File: src/rtl/uart_dmi_bridge.sv
// uart_dmi_bridge: UART (8N1) to RISC-V DMI register bridge.
// Host commands: 0xFF = DMI hard reset, 1aaaaaaa + 4 data bytes (LE) = write,
// 0aaaaaaa = read (reply 4 bytes LE). Writes and hard reset reply with 0x00.
// Optional build macro: UART_DMI_TIMEOUT_EN enables the inter-byte timeout
// that drops a partially received write frame.
module uart_dmi_bridge #(
  parameter int CLKS_PER_BIT   = 434,
  parameter int TIMEOUT_CYCLES = 5000000
) (
  input  logic        clk,
  input  logic        rst,
  input  logic        i_uart_rx,
  output logic        o_uart_tx,
  output logic        o_dmi_reg_en,
  output logic [6:0]  o_dmi_reg_addr,
  output logic        o_dmi_reg_wr_en,
  output logic [31:0] o_dmi_reg_wdata,
  input  logic [31:0] i_dmi_reg_rdata,
  output logic        o_dmi_hard_reset
);

  localparam logic [15:0] BIT_RELOAD  = 16'(CLKS_PER_BIT - 1);
  localparam logic [15:0] HALF_RELOAD = 16'(CLKS_PER_BIT / 2 - 1);

  // Reject parameter values the counters cannot represent.
  if (CLKS_PER_BIT < 4 || CLKS_PER_BIT > 65535 || TIMEOUT_CYCLES < 1) begin : g_bad_param
    $error("uart_dmi_bridge: illegal CLKS_PER_BIT or TIMEOUT_CYCLES");
  end

  // ---------------------------------------------------------------------
  // Reset: asserts asynchronously, releases two clk edges after rst falls.
  // ---------------------------------------------------------------------
  logic [1:0] rst_pipe_q;
  logic       rst_int;

  // Reset release synchronizer; every other register resets from rst_int.
  always_ff @(posedge clk or posedge rst) begin
    if (rst) rst_pipe_q <= 2'b11;
    else     rst_pipe_q <= {rst_pipe_q[0], 1'b0};
  end

  assign rst_int = rst_pipe_q[1];

  // ---------------------------------------------------------------------
  // UART receiver
  // ---------------------------------------------------------------------
  typedef enum logic [2:0] {
    RX_IDLE, RX_START, RX_DATA, RX_STOP, RX_WAIT_HIGH
  } rx_state_t;

  rx_state_t   rx_state_q;
  logic [1:0]  rx_sync_q;
  logic        rx_prev_q;
  logic [15:0] rx_cnt_q;
  logic [2:0]  rx_idx_q;
  logic [7:0]  rx_shift_q;
  logic [7:0]  rx_byte_q;
  logic        rx_valid_q;
  logic        rx_ferr_q;
  logic        rx_start_q;
  logic        rx_line;

  assign rx_line = rx_sync_q[1];

  // Synchronize the line, find the start edge and sample bits at their centres.
  always_ff @(posedge clk or posedge rst_int) begin
    if (rst_int) begin
      rx_state_q <= RX_IDLE;
      rx_sync_q  <= 2'b11;
      rx_prev_q  <= 1'b1;
      rx_cnt_q   <= '0;
      rx_idx_q   <= '0;
      rx_shift_q <= '0;
      rx_byte_q  <= '0;
      rx_valid_q <= 1'b0;
      rx_ferr_q  <= 1'b0;
      rx_start_q <= 1'b0;
    end else begin
      rx_sync_q  <= {rx_sync_q[0], i_uart_rx};
      rx_prev_q  <= rx_line;
      rx_valid_q <= 1'b0;
      rx_ferr_q  <= 1'b0;
      rx_start_q <= 1'b0;
      case (rx_state_q)
        RX_IDLE: begin
          if (rx_prev_q && !rx_line) begin
            rx_state_q <= RX_START;
            rx_cnt_q   <= HALF_RELOAD;
            rx_start_q <= 1'b1;
          end
        end
        RX_START: begin
          if (rx_cnt_q != 16'd0) begin
            rx_cnt_q <= rx_cnt_q - 16'd1;
          end else if (!rx_line) begin
            rx_state_q <= RX_DATA;
            rx_cnt_q   <= BIT_RELOAD;
            rx_idx_q   <= 3'd0;
          end else begin
            // Glitch shorter than half a bit: not a real start.
            rx_state_q <= RX_IDLE;
          end
        end
        RX_DATA: begin
          if (rx_cnt_q != 16'd0) begin
            rx_cnt_q <= rx_cnt_q - 16'd1;
          end else begin
            rx_shift_q <= {rx_line, rx_shift_q[7:1]};
            rx_cnt_q   <= BIT_RELOAD;
            if (rx_idx_q == 3'd7) rx_state_q <= RX_STOP;
            else                  rx_idx_q   <= rx_idx_q + 3'd1;
          end
        end
        RX_STOP: begin
          if (rx_cnt_q != 16'd0) begin
            rx_cnt_q <= rx_cnt_q - 16'd1;
          end else if (rx_line) begin
            rx_byte_q  <= rx_shift_q;
            rx_valid_q <= 1'b1;
            rx_state_q <= RX_IDLE;
          end else begin
            // Framing error: drop the byte and wait for the line to idle.
            rx_ferr_q  <= 1'b1;
            rx_state_q <= RX_WAIT_HIGH;
          end
        end
        RX_WAIT_HIGH: begin
          if (rx_line) rx_state_q <= RX_IDLE;
        end
        default: rx_state_q <= RX_IDLE;
      endcase
    end
  end

  // ---------------------------------------------------------------------
  // Command parser
  // ---------------------------------------------------------------------
  typedef enum logic [2:0] {
    P_IDLE, P_GET_DATA, P_DMI_ACC, P_DMI_CAP, P_SEND, P_HRST
  } p_state_t;

  p_state_t    p_state_q;
  logic [6:0]  addr_pend_q;
  logic [31:0] wdata_pend_q;
  logic        wr_pend_q;
  logic [1:0]  byte_cnt_q;
  logic        cap_phase_q;
  logic        q_load_q;
  logic [31:0] q_data_q;
  logic [2:0]  q_len_q;
  logic        dmi_en_q;
  logic        dmi_wr_q;
  logic [6:0]  dmi_addr_q;
  logic [31:0] dmi_wdata_q;
  logic        hrst_q;
  logic        tx_active_q;
  logic        tx_idle;
  logic        to_expired;

  assign tx_idle = !tx_active_q && !q_load_q;

`ifdef UART_DMI_TIMEOUT_EN
  logic [31:0] to_cnt_q;

  assign to_expired = (to_cnt_q >= 32'(TIMEOUT_CYCLES - 1));

  // Count idle cycles since the last start bit while a write frame is open.
  always_ff @(posedge clk or posedge rst_int) begin
    if (rst_int) begin
      to_cnt_q <= '0;
    end else if (p_state_q != P_GET_DATA || rx_start_q) begin
      to_cnt_q <= '0;
    end else if (!to_expired) begin
      to_cnt_q <= to_cnt_q + 32'd1;
    end
  end
`else
  assign to_expired = 1'b0;
`endif

  // Parser FSM: decode commands, strobe the DMI port, queue the reply.
  always_ff @(posedge clk or posedge rst_int) begin
    if (rst_int) begin
      p_state_q    <= P_IDLE;
      addr_pend_q  <= '0;
      wdata_pend_q <= '0;
      wr_pend_q    <= 1'b0;
      byte_cnt_q   <= '0;
      cap_phase_q  <= 1'b0;
      q_load_q     <= 1'b0;
      q_data_q     <= '0;
      q_len_q      <= '0;
      dmi_en_q     <= 1'b0;
      dmi_wr_q     <= 1'b0;
      dmi_addr_q   <= '0;
      dmi_wdata_q  <= '0;
      hrst_q       <= 1'b0;
    end else begin
      dmi_en_q <= 1'b0;
      dmi_wr_q <= 1'b0;
      hrst_q   <= 1'b0;
      q_load_q <= 1'b0;
      case (p_state_q)
        P_IDLE: begin
          if (rx_valid_q) begin
            addr_pend_q <= rx_byte_q[6:0];
            if (rx_byte_q == 8'hFF) begin
              p_state_q <= P_HRST;
            end else if (rx_byte_q[7]) begin
              byte_cnt_q <= 2'd0;
              p_state_q  <= P_GET_DATA;
            end else begin
              wr_pend_q <= 1'b0;
              p_state_q <= P_DMI_ACC;
            end
          end
        end
        P_GET_DATA: begin
          if (rx_ferr_q || to_expired) begin
            p_state_q <= P_IDLE;
          end else if (rx_valid_q) begin
            wdata_pend_q <= {rx_byte_q, wdata_pend_q[31:8]};
            if (byte_cnt_q == 2'd3) begin
              wr_pend_q <= 1'b1;
              p_state_q <= P_DMI_ACC;
            end else begin
              byte_cnt_q <= byte_cnt_q + 2'd1;
            end
          end
        end
        P_DMI_ACC: begin
          dmi_en_q    <= 1'b1;
          dmi_wr_q    <= wr_pend_q;
          dmi_addr_q  <= addr_pend_q;
          if (wr_pend_q) dmi_wdata_q <= wdata_pend_q;
          cap_phase_q <= 1'b0;
          p_state_q   <= P_DMI_CAP;
        end
        P_DMI_CAP: begin
          // First cycle is the strobe itself; read data is taken one later.
          if (!cap_phase_q) begin
            cap_phase_q <= 1'b1;
          end else begin
            q_load_q  <= 1'b1;
            q_data_q  <= wr_pend_q ? 32'h0 : i_dmi_reg_rdata;
            q_len_q   <= wr_pend_q ? 3'd1 : 3'd4;
            p_state_q <= P_SEND;
          end
        end
        P_HRST: begin
          hrst_q    <= 1'b1;
          q_load_q  <= 1'b1;
          q_data_q  <= 32'h0;
          q_len_q   <= 3'd1;
          p_state_q <= P_SEND;
        end
        P_SEND: begin
          if (tx_idle) p_state_q <= P_IDLE;
        end
        default: p_state_q <= P_IDLE;
      endcase
    end
  end

  // ---------------------------------------------------------------------
  // UART transmitter: sends q_len bytes of q_data LSB byte first
  // ---------------------------------------------------------------------
  logic [31:0] tx_data_q;
  logic [2:0]  tx_left_q;
  logic [3:0]  tx_pos_q;
  logic [15:0] tx_cnt_q;
  logic        tx_q;

  // Bit position 0 is the start bit, 1..8 data, 9 stop; next byte follows at once.
  always_ff @(posedge clk or posedge rst_int) begin
    if (rst_int) begin
      tx_data_q   <= '0;
      tx_left_q   <= '0;
      tx_pos_q    <= '0;
      tx_cnt_q    <= '0;
      tx_active_q <= 1'b0;
      tx_q        <= 1'b1;
    end else if (q_load_q) begin
      tx_data_q   <= q_data_q;
      tx_left_q   <= q_len_q;
      tx_pos_q    <= 4'd0;
      tx_cnt_q    <= BIT_RELOAD;
      tx_active_q <= 1'b1;
      tx_q        <= 1'b0;
    end else if (tx_active_q) begin
      if (tx_cnt_q != 16'd0) begin
        tx_cnt_q <= tx_cnt_q - 16'd1;
      end else begin
        tx_cnt_q <= BIT_RELOAD;
        if (tx_pos_q == 4'd9) begin
          if (tx_left_q > 3'd1) begin
            tx_left_q <= tx_left_q - 3'd1;
            tx_data_q <= {8'h00, tx_data_q[31:8]};
            tx_pos_q  <= 4'd0;
            tx_q      <= 1'b0;
          end else begin
            tx_left_q   <= 3'd0;
            tx_active_q <= 1'b0;
            tx_q        <= 1'b1;
          end
        end else begin
          tx_pos_q <= tx_pos_q + 4'd1;
          tx_q     <= (tx_pos_q < 4'd8) ? tx_data_q[tx_pos_q[2:0]] : 1'b1;
        end
      end
    end
  end

  assign o_uart_tx        = tx_q;
  assign o_dmi_reg_en     = dmi_en_q;
  assign o_dmi_reg_addr   = dmi_addr_q;
  assign o_dmi_reg_wr_en  = dmi_wr_q;
  assign o_dmi_reg_wdata  = dmi_wdata_q;
  assign o_dmi_hard_reset = hrst_q;

endmodule
File: config.mk
export PLATFORM = sky130hd
export DESIGN_NAME = uart_dmi_bridge
export DESIGN_NICKNAME = d
export VERILOG_FILES = /design/src/rtl/uart_dmi_bridge.sv
export SDC_FILE = /design/constraint.sdc
export NUM_CORES = 1
export LEC_CHECK = 0
export ABC_CLOCK_PERIOD_IN_PS = 7500
export CAP_MARGIN = 20
export CORE_MARGIN = 2
export CORE_UTILIZATION = 45
export DETAILED_ROUTE_END_ITERATION = 8
export GPL_ROUTABILITY_DRIVEN = 0
export GPL_TIMING_DRIVEN = 0
export SLEW_MARGIN = 10
export SYNTH_ARGS = -nofsm -noshare
export SYNTH_HDL_FRONTEND = slang
export SYNTH_SLANG_ARGS = --single-unit
File: constraint.sdc
create_clock -name clk -period 7.5 [get_ports clk]
set_input_delay 1.5 -clock clk [delete_from_list [all_inputs] [get_ports clk]]
set_output_delay 1.5 -clock clk [all_outputs]
set_load 0.005 [all_outputs]
==> flow_metrics.tcl <==
set metrics [dict create \
    sink_count 225 \
    power_density_normalized_to_cell_area_nw_per_um2 241 \
    flow.area_growth_from_synthesis_pct 20.7 \
    setup_violating_endpoint_count_in_the_final_report 0 \
    vias 6859 \
    worst_ep_arrival_time_ns 1.52 \
    cp_slowest_stage_delay_ns 0.53 \
    synth_enable_flop_cells 0 \
    wire_length_of_the_first_global_routing_pass_um 35500 \
    kind_of_cell_with_the_highest_combined_delay_on_the_critical_path "flip-flops" \
    ys_warn_count 0 \
    firstDrtPassIters 5 \
    dp_hpwl_um 14700 \
    totalNegativeSetupSlack_ns 0 \
    most_frequent_standard_cell_in_the_layout_excluding_fill_and_tap_cells "sky130_fd_sc_hd__dfrtp_1" \
    final_report_hold_violation_count 0 \
    postSynthNetCount 853 \
    path_max_fanout 2 \
    grt.total_usage 0.181 \
    layout_worst_path_cycle_share 0.403 \
    cts_root_buf "sky130_fd_sc_hd__clkbuf_16" \
    grt_setup_unrepaired "no" \
    via_count_of_the_first_global_routing_pass 7018 \
    initial_antenna_violation_count 0 \
    largest_net_degree_at_the_start_of_global_routing 117 \
    cell_type_of_the_slowest_stage_on_the_worst_timing_path "sky130_fd_sc_hd__dfstp_2" \
    critPathCaptureType "output port" \
    status "completed" \
    maxSlewHeadroom 0.365 \
    clk_transition_reported_paths_ns 0.06 \
    cts_tree "built" \
    routedWlPerCell_um 17.4 \
    die_width_um 153 \
    fmax_mhz 331 \
    syn-instance-count 807 \
    worstSkewPairLatency_ns 0.51 \
    critical_path_required_ns 6.00 \
    place.port_buffers 77 \
    syn_area_um2 9930 \
    postRouteWirelength_um 21000 \
    yosysUniqueCellTypes 71 \
    worst_ir_drop_vdd_v 0.000135 \
    final_nets 957 \
    floorplan.io_pins 78 \
    final_period_minus_worst_setup_slack_ns 3.02 \
    worst_clock_skew_ns 0.0101 \
    power_leakage_nw 5.62 \
    cts_post_setup_buffers_inserted 0 \
    n_antenna_cell 0 \
    synth-seq-cells 225 \
    max_cap_viol_count 0 \
    total_buffers_and_inverters_traversed_by_the_critical_path 1 \
    final_cell_mix "sky130_fd_sc_hd__dfrtp_1 (219), sky130_fd_sc_hd__mux2_2 (87), sky130_fd_sc_hd__clkdlybuf4s50_1 (77)" \
    globalRouteOverflowTotal 0 \
    die_y_um 153 \
    synth_sequential_area_ratio 0.568 \
    max_slew.worst_pin.slew_ns 0.951 \
    drv_slew 0 \
    remaining_drc_errors 0 \
    cts_hold_buffers 0 \
    core_region_area_um2 21800 \
    placementRows 54 \
    min_path_type "flop to flop" \
    post-layout-total-power_mw 2.89 \
    whs_ns 0.355 \
    fillers 1864 \
    ant_nets 0 \
    layout.area.seq_um2 5640 \
    synth_ff_type "sky130_fd_sc_hd__dfrtp_1" \
    buffer_depth_of_the_longest_clock_path 3 \
    vias_per_cell 5.67 \
    ctsResizeCount 0 \
    worstPathCellList "clkdlybuf4s50_1" \
    setup.worst_path.start_class "flop" \
    syn-mean-instance-area_um2 12.3 \
    ys_async_sr_fraction 1.00 \
    area_used_by_multi_input_combinational_logic_um2 3960 \
    drive_above_1_share 0.192 \
    worst-setup-path-type "flop to output port" \
    drtIter0Drc 306 \
    die-area_um2 23300 \
    htreeDepth 1 \
    cts_made_buffers 24 \
    initial_core_util 0.456 \
]
==> path summary, 6_finish.rpt <==
kind	from	end	slack [ns]	depth (start not counted)
setup / recovery	o_uart_tx$_DFFE_PP1P_	o_uart_tx	4.48	1
hold / removal	rst_pipe_q[0]$_DFF_PP1_	rst_pipe_q[1]$_DFF_PP1_	0.36	0
setup reg to reg	tx_pos_q[0]$_DFFE_PP0P_	tx_data_q[7]$_DFFE_PP0P_	5.00	8
hold reg to reg	rst_pipe_q[0]$_DFF_PP1_	rst_pipe_q[1]$_DFF_PP1_	0.36	0
max in group asynchronous	rst_pipe_q[1]$_DFF_PP1_	tx_cnt_q[15]$_DFFE_PP0P_	6.14	2
min in group asynchronous	rst_pipe_q[1]$_DFF_PP1_	rx_state_q[0]$_DFFE_PP0P_	0.39	1
==> flip-flops by register name, indices dropped and copies added, names as in the netlist, 4 cells and up <==
name	flops
o_dmi_reg_wdata	32
q_data_q	32
tx_data_q	32
wdata_pend_q	32
rx_cnt_q	16
tx_cnt_q	16
rx_byte_q	8
rx_shift_q	8
addr_pend_q	7
o_dmi_reg_addr	7
tx_pos_q	4
==> metal layers <==
layer,GRT usage,share of wire
met1,0.250,0.46
met2,0.301,0.48
met3,0.0293,0.044
met4,0.0472,0.017
met5,0,0
==> synth_stat cells, drive strengths merged, types with 6 or more instances <==
master	n	area (um2)
a21oi	28	140
a22o	42	368
a2bb2oi	23	201
a31oi	11	68.8
buf	11	60.1
clkbuf	33	125
dfrtp	219	5480
dfstp	6	158
ha	11	138
inv	38	143
mux2	95	1100
nand2	41	159
nand2b	9	56.3
nand3	12	65.1
nand4	6	52.6
nor2	38	143
nor2b	6	37.5
nor3	9	55.1
nor4	11	114
o21ai	18	90.1
o311a	22	220
o31ai	6	45.0
or3	30	190
xnor2	6	52.6
==> through the flow <==
stage	worst slack [ns]	instance area (um2)	utilization	std cells
finish	4.48	12000	0.551	1209
global route	4.43	12000	0.551	1209
CTS	4.46	12000	0.551	1209
detailed placement	5.00	11100	0.509	1165
global placement	-1.07	11000	0.508	1164
floorplan	1.08	9930	-	807
==> logic make-up after synthesis <==
family,share of synthesized area
AOI/OAI and AO/OA,0.143
xor gates and xnor gates,0.00882
adders and majority gates,0.0139
buffers and inverters,0.0330
DFF,0.568
muxes,0.117
other,0.000378
and+or+nand+nor,0.116
==> power breakdown <==
part           switching [mW]  total, mW  internal [mW]
Combinational           0.158      0.273          0.115
Sequential             0.0639       1.32           1.26
Clock                   0.461       1.29          0.831
Total                   0.683       2.89           2.21
==> area by class of cell <==
type                    instances  area share
flip-flops and latches        225       0.471
clock inverters                 8      0.0117
plain buffers                  44      0.0155
inverters                      38      0.0125
multi-input cells             500       0.331
well taps                     280      0.0292
clock buffers                  36      0.0632
repair buffers                 78      0.0666
Power figures use the tool's default switching activity.
